`config.mk`:
```
export PLATFORM = sky130hd
export DESIGN_NAME = uart_mmio_fifo
export DESIGN_NICKNAME = d
export VERILOG_FILES = /design/src/rtl/uart_mmio_fifo.sv
export SDC_FILE = /design/constraint.sdc
export NUM_CORES = 1
export LEC_CHECK = 0
export BUFFER_PORTS_ARGS = -buffer_cell sky130_fd_sc_hd__buf_4
export CORE_AREA = 2 2 92 138
export CTS_BUF_LIST = sky130_fd_sc_hd__clkbuf_8 sky130_fd_sc_hd__clkbuf_16
export DETAILED_ROUTE_END_ITERATION = 10
export DIE_AREA = 0 0 94 140
export PLACE_DENSITY = 0.77
export SETUP_SLACK_MARGIN = 0.4
export SLEW_MARGIN = 20
export SYNTH_ARGS = -nofsm -noshare
export SYNTH_HDL_FRONTEND = slang
export SYNTH_SLANG_ARGS = --single-unit
```
`constraint.sdc`:
```
create_clock -name clk -period 3.7 [get_ports clk]
set_input_delay 0.74 -clock clk [delete_from_list [all_inputs] [get_ports clk]]
set_output_delay 0.74 -clock clk [all_outputs]
set_load 0.1 [all_outputs]
```
`src/rtl/uart_mmio_fifo.sv`:
```
// Buffered memory-mapped UART port: a TX FIFO fed by CPU stores and an RX FIFO
// fed by the serial receiver, plus the read-data mux for the writeback stage.
module uart_mmio_fifo #(
    parameter int unsigned DEPTH = 8
) (
    input  logic        clk,
    input  logic        reset,
    input  logic        WEUART,
    input  logic        REUART,
    input  logic [1:0]  UARTsel,
    input  logic [7:0]  DataIn,
    input  logic [31:0] BIOSData,
    output logic [31:0] DataOut,
    output logic [7:0]  UA_TxData,
    output logic        UA_TxValid,
    input  logic        UA_TxReady,
    input  logic [7:0]  UA_RxData,
    input  logic        UA_RxValid,
    output logic        UA_RxReady
);

    localparam int unsigned AW = $clog2(DEPTH);
    localparam int unsigned CW = AW + 1;
    localparam logic [CW-1:0] FullCnt = CW'(DEPTH);

    logic [7:0]    tx_mem [DEPTH];
    logic [AW-1:0] tx_rd, tx_wr;
    logic [CW-1:0] tx_cnt;
    logic          tx_ovf;
    logic          tx_full, tx_empty, tx_push, tx_pop;

    logic [7:0]    rx_mem [DEPTH];
    logic [AW-1:0] rx_rd, rx_wr;
    logic [CW-1:0] rx_cnt;
    logic          rx_ovf;
    logic          rx_full, rx_empty, rx_push, rx_pop;

    // Handshake decode; full/empty come from the pre-edge count, so a pop can
    // never make room for a push on the same edge, and a pop on empty is ignored.
    always_comb begin
        tx_full    = (tx_cnt == FullCnt);
        tx_empty   = (tx_cnt == '0);
        rx_full    = (rx_cnt == FullCnt);
        rx_empty   = (rx_cnt == '0);
        // Gated by reset so valid drops in the same cycle reset is sampled.
        UA_TxValid = !reset && !tx_empty;
        UA_TxData  = tx_mem[tx_rd];
        UA_RxReady = !reset;
        tx_push    = WEUART && !tx_full;
        tx_pop     = UA_TxValid && UA_TxReady;
        rx_push    = UA_RxValid && !rx_full;
        rx_pop     = REUART && !rx_empty;
    end

    // TX pointers, count and sticky overflow flag.
    always_ff @(posedge clk) begin
        if (reset) begin
            tx_rd  <= '0;
            tx_wr  <= '0;
            tx_cnt <= '0;
            tx_ovf <= 1'b0;
        end else begin
            if (tx_push) tx_wr <= tx_wr + AW'(1);
            if (tx_pop)  tx_rd <= tx_rd + AW'(1);
            if (tx_push && !tx_pop)      tx_cnt <= tx_cnt + CW'(1);
            else if (!tx_push && tx_pop) tx_cnt <= tx_cnt - CW'(1);
            if (WEUART && tx_full) tx_ovf <= 1'b1;
        end
    end

    // RX pointers, count and sticky overflow flag.
    always_ff @(posedge clk) begin
        if (reset) begin
            rx_rd  <= '0;
            rx_wr  <= '0;
            rx_cnt <= '0;
            rx_ovf <= 1'b0;
        end else begin
            if (rx_push) rx_wr <= rx_wr + AW'(1);
            if (rx_pop)  rx_rd <= rx_rd + AW'(1);
            if (rx_push && !rx_pop)      rx_cnt <= rx_cnt + CW'(1);
            else if (!rx_push && rx_pop) rx_cnt <= rx_cnt - CW'(1);
            if (UA_RxValid && rx_full) rx_ovf <= 1'b1;
        end
    end

    // Storage arrays; contents need no reset since pointers define validity.
    always_ff @(posedge clk) begin
        if (!reset && tx_push) tx_mem[tx_wr] <= DataIn;
        if (!reset && rx_push) rx_mem[rx_wr] <= UA_RxData;
    end

    // Read-data mux toward the writeback stage.
    always_comb begin
        DataOut = '0;
        unique case (UARTsel)
            2'b00: DataOut = {24'b0, rx_mem[rx_rd]};
            2'b01: DataOut = {30'b0, tx_ovf, !tx_full};
            2'b10: DataOut = {30'b0, rx_ovf, !rx_empty};
            2'b11: DataOut = BIOSData;
            default: DataOut = '0;
        endcase
    end

endmodule

```
Word-level counts from Yosys, hierarchy flattened. Memory sizes are Yosys's and may differ from the RTL's. A register that Yosys moved wholly into a read port is not among the register bits. Cells that the tools add are included.

Register bits: 22. Latch bits: 0. RAM bits: 128. Bits in read-only memories: 0. Bits of input ports: 56. Output and inout port bits: 42. Logic and storage cells: 63. Memories: 2.

Memories: rx_mem (depth 8, bits a word 8, rd ports 1, clocked after memory_dff 1, write ports 1, line 32) `logic [7:0] rx_mem [DEPTH];`; tx_mem (depth 8, bits a word 8, rd ports 1, clocked after memory_dff 1, write ports 1, line 26) `logic [7:0] tx_mem [DEPTH];`.

Add/sub/neg operators: 8. Multiply operators: 0. Divide/modulo/power cells: 0. $lt $le $gt $ge: 0. Equality and inequality tests: 5. Shifts and indexed selects: 0. Mux-type cells: 13. Bitwise logic cells: 0. Reduce and logical (&&, ||, !) cells: 27.

Operators by type and width (count): 32-bit case mux with 4 select lines (1); 4-bit 2-to-1 mux (4); 1-bit logical AND (13); 3-bit by 1-bit adder with 3-bit output (second input constant) (4); 3-bit 2-to-1 mux (4); 1-bit zero test (9); 4-bit by 1-bit adder with 4-bit output (second input constant) (2); 4-bit == test (second input constant) (2); 4-bit zero test (2); 4-bit by 1-bit subtractor with 4-bit output (second input constant) (2); 2-bit == test (second input constant) (2); 1-bit 2-to-1 mux (4); 2-bit nonzero test (2); 2-bit by 1-bit == test with 1-bit output (second input constant) (1); 2-bit zero test (1).

Logic depth before layout (Yosys ltp). Gate-level depths: netlist of run 1.

Depth after elaboration: 7. Gate-level depth with buffers: 11.

Worst setup path after synthesis of run 1. OpenSTA, ideal clock, no wires.

Kind: input to output. Start: in UARTsel[0]. End: out DataOut[2]. Arrival: 3.461 ns. Data required time: 2.960 ns. Slack: -0.501 ns. Cell stages on the path: 3. Path buffers: 1. Cell sequence: or2_2 -> clkbuf_1 -> o31ai_1.

Longest elaborated chain between the ends: 2.

RTL lines: from (decl) (line 10) `input logic [1:0] UARTsel,`; 2-bit == test, or another cell as far along (line 96) `unique case (UARTsel)`; 32-bit case mux with 4 select lines * (line 96); to (decl) (line 13) `output logic [31:0] DataOut,`.

Every way passes the cells marked *; elsewhere a longest branch is shown, timed or not.

==> results of run 1 <==
-- layout make-up --
type | count | share of cell area [%]
Multi-Input combinational cell | 222 | 25.1
Tap cell | 153 | 2.37
Timing Repair Buffer | 112 | 10.4
Sequential cell | 156 | 54.5
Clock buffer | 18 | 5.43
Clock inverter | 14 | 1.83
Inverter | 7 | 0.325
-- power groups by stage --
| stage | clock network, mW | logic (mW) | registers (mW) |
|---|---|---|---|
| 6_report | 1.68 | 1.67 | 2.15 |
| 3_5_place_dp | 0 | 1.66 | 2.18 |
| 5_1_grt | 1.78 | 1.78 | 2.17 |
| 3_3_place_gp | 0 | 1.63 | 2.17 |
| 2_1_floorplan | 0 | 1.35 | 2.13 |
| 4_1_cts | 1.71 | 1.68 | 2.15 |
-- stage by stage --
| step | hold slack [ns] | cells | setup slack (ns) | util (%) | cell area, um2 |
|---|---|---|---|---|---|
| after detailed placement | 0.474 | 650 | 0.649 | 62.7 | 7490 |
| after global placement | 0.454 | 650 | 0.788 | 62.7 | 7490 |
| after global routing | 0.534 | 682 | 0.475 | 67.6 | 8080 |
| after floorplan | 0.432 | 408 | 0.172 | - | 6550 |
| after CTS | 0.502 | 682 | 0.407 | 67.6 | 8080 |
| final | 0.513 | 682 | 0.561 | 67.6 | 8080 |
-- cells in the final DEF, fill, tap and decap left out, types with 5 or more instances in the layout --
cell type and instances:
edfxtp_1 128, buf_4 112, nor2_1 42, dfxtp_1 27, mux4_2 25, and3_1 24
mux2_2 23, clkbuf_16 17, nand2_1 15, ha_1 10, inv_1 9, nand3_1 8
nor3_1 7, a21oi_1 7, o22ai_1 6, o31ai_4 5, mux2i_1 5, xor2_1 5
-- timing repair --
action / in CTS / in global routing
gates resized for setup: 0 / 2
hold buffers: 0 / 0
endpoints found under the setup margin: 0 / 2
-- worst max-delay path by stage --
stage                 endpoint  depth (start not counted)
global placement     tx_cnt[3]                         10
floorplan           DataOut[2]                          3
detailed placement   tx_cnt[3]                         10
CTS                 DataOut[1]                          4
finish              DataOut[1]                          4
global route         tx_cnt[3]                         10
-- sequential cells by signal, indices dropped and copies added (netlist names), named ones only --
name	count
tx_cnt	4
tx_wr	3
tx_rd	3
rx_mem	64
tx_ovf	1
tx_mem	64
rx_ovf	1
rx_rd	3
rx_cnt	4
rx_wr	3
-- synth_stat cells (2+ instances only) --
cell type,instances
nor3_1,7
mux4_1,2
a211oi_1,4
and3_1,24
xor2_1,5
buf_2,3
nand2b_1,3
mux2i_1,5
mux2_2,23
nand3_1,8
buf_1,4
o211ai_1,2
a31oi_1,3
xnor2_1,4
inv_1,7
clkbuf_1,15
fa_1,2
ha_1,10
nor4_1,3
edfxtp_1,128
o21ai_0,2
mux4_2,25
o22ai_1,6
nand2_1,16
nor2b_1,3
o31ai_1,6
nor2_1,43
dfxtp_1,28
a21oi_1,7
-- tightest hold or removal path, stage by stage (launching register included) --
cell	delay (ns)
dfxtp_1	0.34
nor2_1	0.07
nor2_1	0.07
-- logic make-up after synthesis --
family / after synthesis / share of synthesized area, %
AOI/OAI and AO/OA: 33 / 3.35
xor gates and xnor gates: 9 / 1.22
adders and majority gates: 12 / 2.56
buffers and inverters: 30 / 1.86
DFF: 156 / 68.2
muxes: 55 / 14.3
and+or+nand+nor: 113 / 8.52
-- per-layer routing --
metal  track usage, %  part of all wire [%]  vias to the layer above
met5                0                     0                        -
met1             24.3                    37                     1922
met3             4.84                   6.3                       20
met2             38.2                    55                      156
met4             7.63                   1.8                        0
li1                 -                     -                     1795
==> metrics.md, run 1 <==
| Metric | Value |
|---|---|
| WP data arrival | `2.40 ns` |
| Critical Path Max Stage Delay | `0.56 ns` |
| Number of global-route vias before repair | `4010` |
| Vert. Die Dim | `140 um` |
| RR Endpoint | `tx_cnt[3]` |
| Hold crit path type | `reg -> reg` |
| CP startpoint kind | `flip-flop` |
| First-pass GRT wire length | `20600 um` |
| Syn Area/Cell | `15.8 um2` |
| Total Wirelength | `13300 um` |
| Slowest-stage cell, CP | `mux4_1` |
| Final min period | `3.14 ns` |
| Share of the synthesized area in the top cell type | `59.5%` |
| Setup Buffers After CTS | `0` |
| Peak supply drop | `460 uV` |
| Setup_tns | `0 ns` |
| Placeable Area | `12000 um2` |
| Post-Syn Nets | `476` |
| Critical-path cell list | `mux4_1, mux2_2, mux4_2, buf_4` |
| Final Hold Viols | `0` |
| Placed wire-length estimate | `9080 um` |
| Filler cell count | `806` |
| Synth Cell Area | `6460 um2` |
| R2r startpoint | `tx_cnt[0]` |
| Sw Pwr | `1.84 mW` |
| Layout area overhead | `25.1%` |
| DR vias/cell | `5.71` |
| Seq cells post-synth | `156` |
| Antenna Cells | `0` |
| Root buf cell | `clkbuf_16` |
| Final Max Tran Viols | `0` |
| Int Pwr | `3.66 mW` |
| Main synth FF type | `edfxtp_1` |
| PwrDens | `681 nW/um2` |
| Leak | `3.01 nW` |
| Combinational share of power | `30.4%` |
| Final setup fails | `0` |
| CP bufs+invs | `1` |
| Distinct cell type count after synthesis | `39` |
| Fmax achieved | `319 MHz` |
| Synth Warn # | `0` |
| Share of layout cells above drive strength 1 | `38.4%` |
| Async set-reset flop share out of synthesis | `0%` |
| Delay-heaviest family, CP | `multiplexers` |
| CP Max Fanout | `6` |
| Tot Pwr | `5.51 mW` |
| Unrepaired setup endpoints after global routing | `false` |
| Worst Reg2Reg Path Length in Cells | `10` |
| Final #Nets | `584` |
| Sequential power share | `39.0%` |
| Sequential area share after synthesis | `68.2%` |
| Routed WL per cell | `19.6 um` |
| Clock sink count | `156` |
| I/O pins | `98` |
| Hold depth | `2` |
| Hold Startpoint | `tx_ovf` |
| Rel. slew slack | `40.5%` |
| FF/Latch Area | `4410 um2` |
| Main area contributors after synthesis | `edfxtp_1 (60%), mux4_2 (8.7%), dfxtp_1 (8.7%)` |
| DR pass1 iterations | `8` |
| Remaining antenna violation count | `0` |
| Die area | `13200 um2` |
| # Max-Cap Violations | `0` |
| Largest area contributor in the netlist | `edfxtp_1` |
| GRT Total Usage | `21.2%` |
| Reg2Reg Setup Slack | `0.62 ns` |
| GPL Wtd Cong | `0.798` |
| CTS tree | `built` |
| PortBufs | `97` |
| Remaining DRCs | `0` |
| Initial DRC count | `157` |
| Crit path required time | `2.96 ns` |
| Starting Density | `54.0%` |
| Grt total ovfl | `0` |
| Post-synth EDFFs | `128` |
| Placement Rows | `49` |
| CP endpoint kind | `output pin` |
| Final period util | `84.8%` |
| Via count | `3893` |
| Largest net degree at the start of global routing | `32` |
| Clk pwr share | `30.6%` |
| WS Path Type | `reg -> out` |
| Worst-path clk slew | `0.06 ns` |
| Worst-case clock skew | `0.00792 ns` |
| Hold endpoint | `tx_ovf` |
| Multi-input gate area | `2030 um2` |
| Mapped Cells | `408` |
| Switching fraction of total power | `33.5%` |
| H-tree depth | `4` |
| Die W | `94 um` |
| Insertion delay to the later sink of the worst-skew pair | `0.42 ns` |
| Initial antenna violation count | `0` |
| Max clock buf depth | `2` |
| Status | `completed` |
| Actual slew at the worst max-slew pin | `0.889 ns` |
| TritonCTS Buffers | `17` |
Note: power is estimated with default switching activity, not from simulation.
==> inputs of run 2 (changes only) <==
==> constraint.sdc (replaced) <==
create_clock -name clk -period 2.9 [get_ports clk]
set_input_delay 0.58 -clock clk [delete_from_list [all_inputs] [get_ports clk]]
set_output_delay 0.58 -clock clk [all_outputs]
set_load 0.1 [all_outputs]
==> run 2 against run 1 <==
Compared with the run above: sequential power grew 28%; critical path type unchanged; global-route usage increased by 2.4 points; setup slack worse by 0.47 ns; register-to-register slack got worse by 0.10 ns; first-iteration DRC count rose by 33%; via count is 3.4% higher; clock power increased by 21%; sequential cell count stayed put.
==> metrics.md, run 2 (synthesis results as in run 1) <==
| Metric | Value |
|---|---|
| Largest net degree at the start of global routing | `31 (-3.1%)` |
| Share of layout cells above drive strength 1 | `48.0% (+9.6 points)` |
| Final period util | `97.0%` |
| TritonCTS Buffers | `17 (unchanged)` |
| Clock sink count | `156 (unchanged)` |
| Fmax achieved | `356 MHz` |
| Unrepaired setup endpoints after global routing | `true` |
| Most frequent cells in the layout | `edfxtp_1 (128), buf_4 (114), nor2_1 (36)` |
| Final Util | `73.9% (+6.3 points)` |
| Setup_tns | `0 ns (unchanged)` |
| H-tree depth | `4 (unchanged)` |
| Status | `completed` |
| Vert. Die Dim | `140 um (unchanged)` |
| Pre-CTS setup slack | `0.259 ns (-0.390 ns)` |
| Worst-case clock skew | `0.00600 ns (-0.00192 ns)` |
| Actual slew at the worst max-slew pin | `0.567 ns (-0.323 ns)` |
| Number of global-route vias before repair | `4322 (+7.8%)` |
| Die W | `94 um (unchanged)` |
| Post-route cell area | `8830 um2 (+9.3%)` |
| Antenna Cells | `0 (unchanged)` |
| Total Wirelength | `14600 um (+9.2%)` |
| CTS tree | `built` |
| WP data arrival | `2.23 ns (-0.17 ns)` |
| Reg2Reg Setup Slack | `0.52 ns (-0.10 ns)` |
| Post-DP Area | `7630 um2 (+1.8%)` |
| Die area | `13200 um2 (unchanged)` |
| DR vias/cell | `5.68 (-0.50%)` |
| Insertion delay to the later sink of the worst-skew pair | `0.42 ns (about the same)` |
| I/O pins | `98 (unchanged)` |
| Starting Density | `54.0% (unchanged)` |
| Grt total ovfl | `0 (unchanged)` |
| Routed WL per cell | `20.5 um (+5.1%)` |
| First-pass GRT wire length | `22800 um (+11%)` |
| Tot Pwr | `7.73 mW (+40%)` |
| Initial DRC count | `209 (+33%)` |
| GRT Total Usage | `23.6% (+2.4 points)` |
| Final setup fails | `0 (unchanged)` |
| Peak supply drop | `539 uV (+17%)` |
| Crit path required time | `2.32 ns (-0.64 ns)` |
| # Max-Cap Violations | `0 (unchanged)` |
| Final min period | `2.81 ns` |
| Final Hold Viols | `0 (unchanged)` |
| PwrDens | `875 nW/um2 (+28%)` |
| Remaining DRCs | `0 (unchanged)` |
| Root buf cell | `clkbuf_16` |
| Placement Rows | `49 (unchanged)` |
| Placed wire-length estimate | `9570 um (+5.4%)` |
| Largest regs | `rx_mem: 64 flops, tx_mem: 64 flops` |
| WS Path Type | `reg -> out` |
| CP endpoint kind | `output pin` |
| PortBufs | `97 (unchanged)` |
| DR pass1 iterations | `5 (-3)` |
| Post-CTS Hold Buffers | `0 (unchanged)` |
| Max clock buf depth | `2 (unchanged)` |
| CP startpoint kind | `flip-flop` |
| Worst-path clk slew | `0.06 ns (about the same)` |
| Placeable Area | `12000 um2 (unchanged)` |
| CP Max Fanout | `1 (-5)` |
| Final WS setup | `0.0881 ns (-0.473 ns)` |
| Via count | `4027 (+3.4%)` |
| GPL Wtd Cong | `0.785 (-1.6%)` |
| Rel. slew slack | `61.7% (+21 points)` |
| Remaining antenna violation count | `0 (unchanged)` |
| Hold crit path type | `in -> reg` |
| Leak | `3.31 nW (+9.9%)` |
| Final Max Tran Viols | `0 (unchanged)` |
| Commonest non-fill, non-tap cell in the layout | `edfxtp_1` |
| Layout area overhead | `36.7%` |
| Initial antenna violation count | `0 (unchanged)` |
| Final #Nets | `611 (+4.6%)` |
## run 2: what timing repair did
action                                  CTS  global route
hold endpoints to repair                  0             0
buffers inserted                          6            10
resized for setup                       103            18
endpoints found under the setup margin   18            18
pin swaps                                 8             7
gates cloned                              1             0
## run 2: final timing paths
check / startpoint / cells after the start / endpoint
max: rx_mem[7][1] / 4 / DataOut[1]
min: DataIn[1] / 1 / tx_mem[1][1]
max reg2reg: tx_cnt[1] / 10 / tx_cnt[3]
min reg2reg: rx_ovf / 2 / rx_ovf
## run 2: where the power goes
group | switching, mW | internal, mW | total (mW)
registers | 0.156 | 2.60 | 2.76
logic | 1.57 | 1.38 | 2.95
clock network | 0.856 | 1.17 | 2.03
total | 2.58 | 5.15 | 7.73
## run 2: cell type report
cell class	instances	area, um2
clock buffer	17	425
clock inverter	15	126
fill	722	3120
inverter	7	28.8
multi-input combinational	222	2290
sequential	156	4430
tap	153	191
timing repair buffer	139	1340
## run 2: through the flow
| stage | std cells | hold WS (ns) |
|---|---|---|
| 6_report | 709 | 0.384 |
| 5_1_grt | 709 | 0.383 |
| 4_1_cts | 699 | 0.373 |
| 3_5_place_dp | 660 | 0.457 |
| 3_3_place_gp | 660 | 0.450 |
| 2_1_floorplan | 408 | 0.432 |
## run 2: critical path: stages, from the launching register on
cell and delay (ns):
edfxtp_1 0.39, mux4_2 0.47, mux2_4 0.27, mux4_2 0.49
buf_12 0.19
## run 2: metal layers
layer	wire, um	vias up	part of all wire (%)	GRT usage, %
li1	-	1849	-	-
met1	5290	2029	36	26.5
met2	8380	128	58	43.0
met3	627	21	4.3	5.00
met4	274	0	1.9	9.31
met5	0	-	0	0
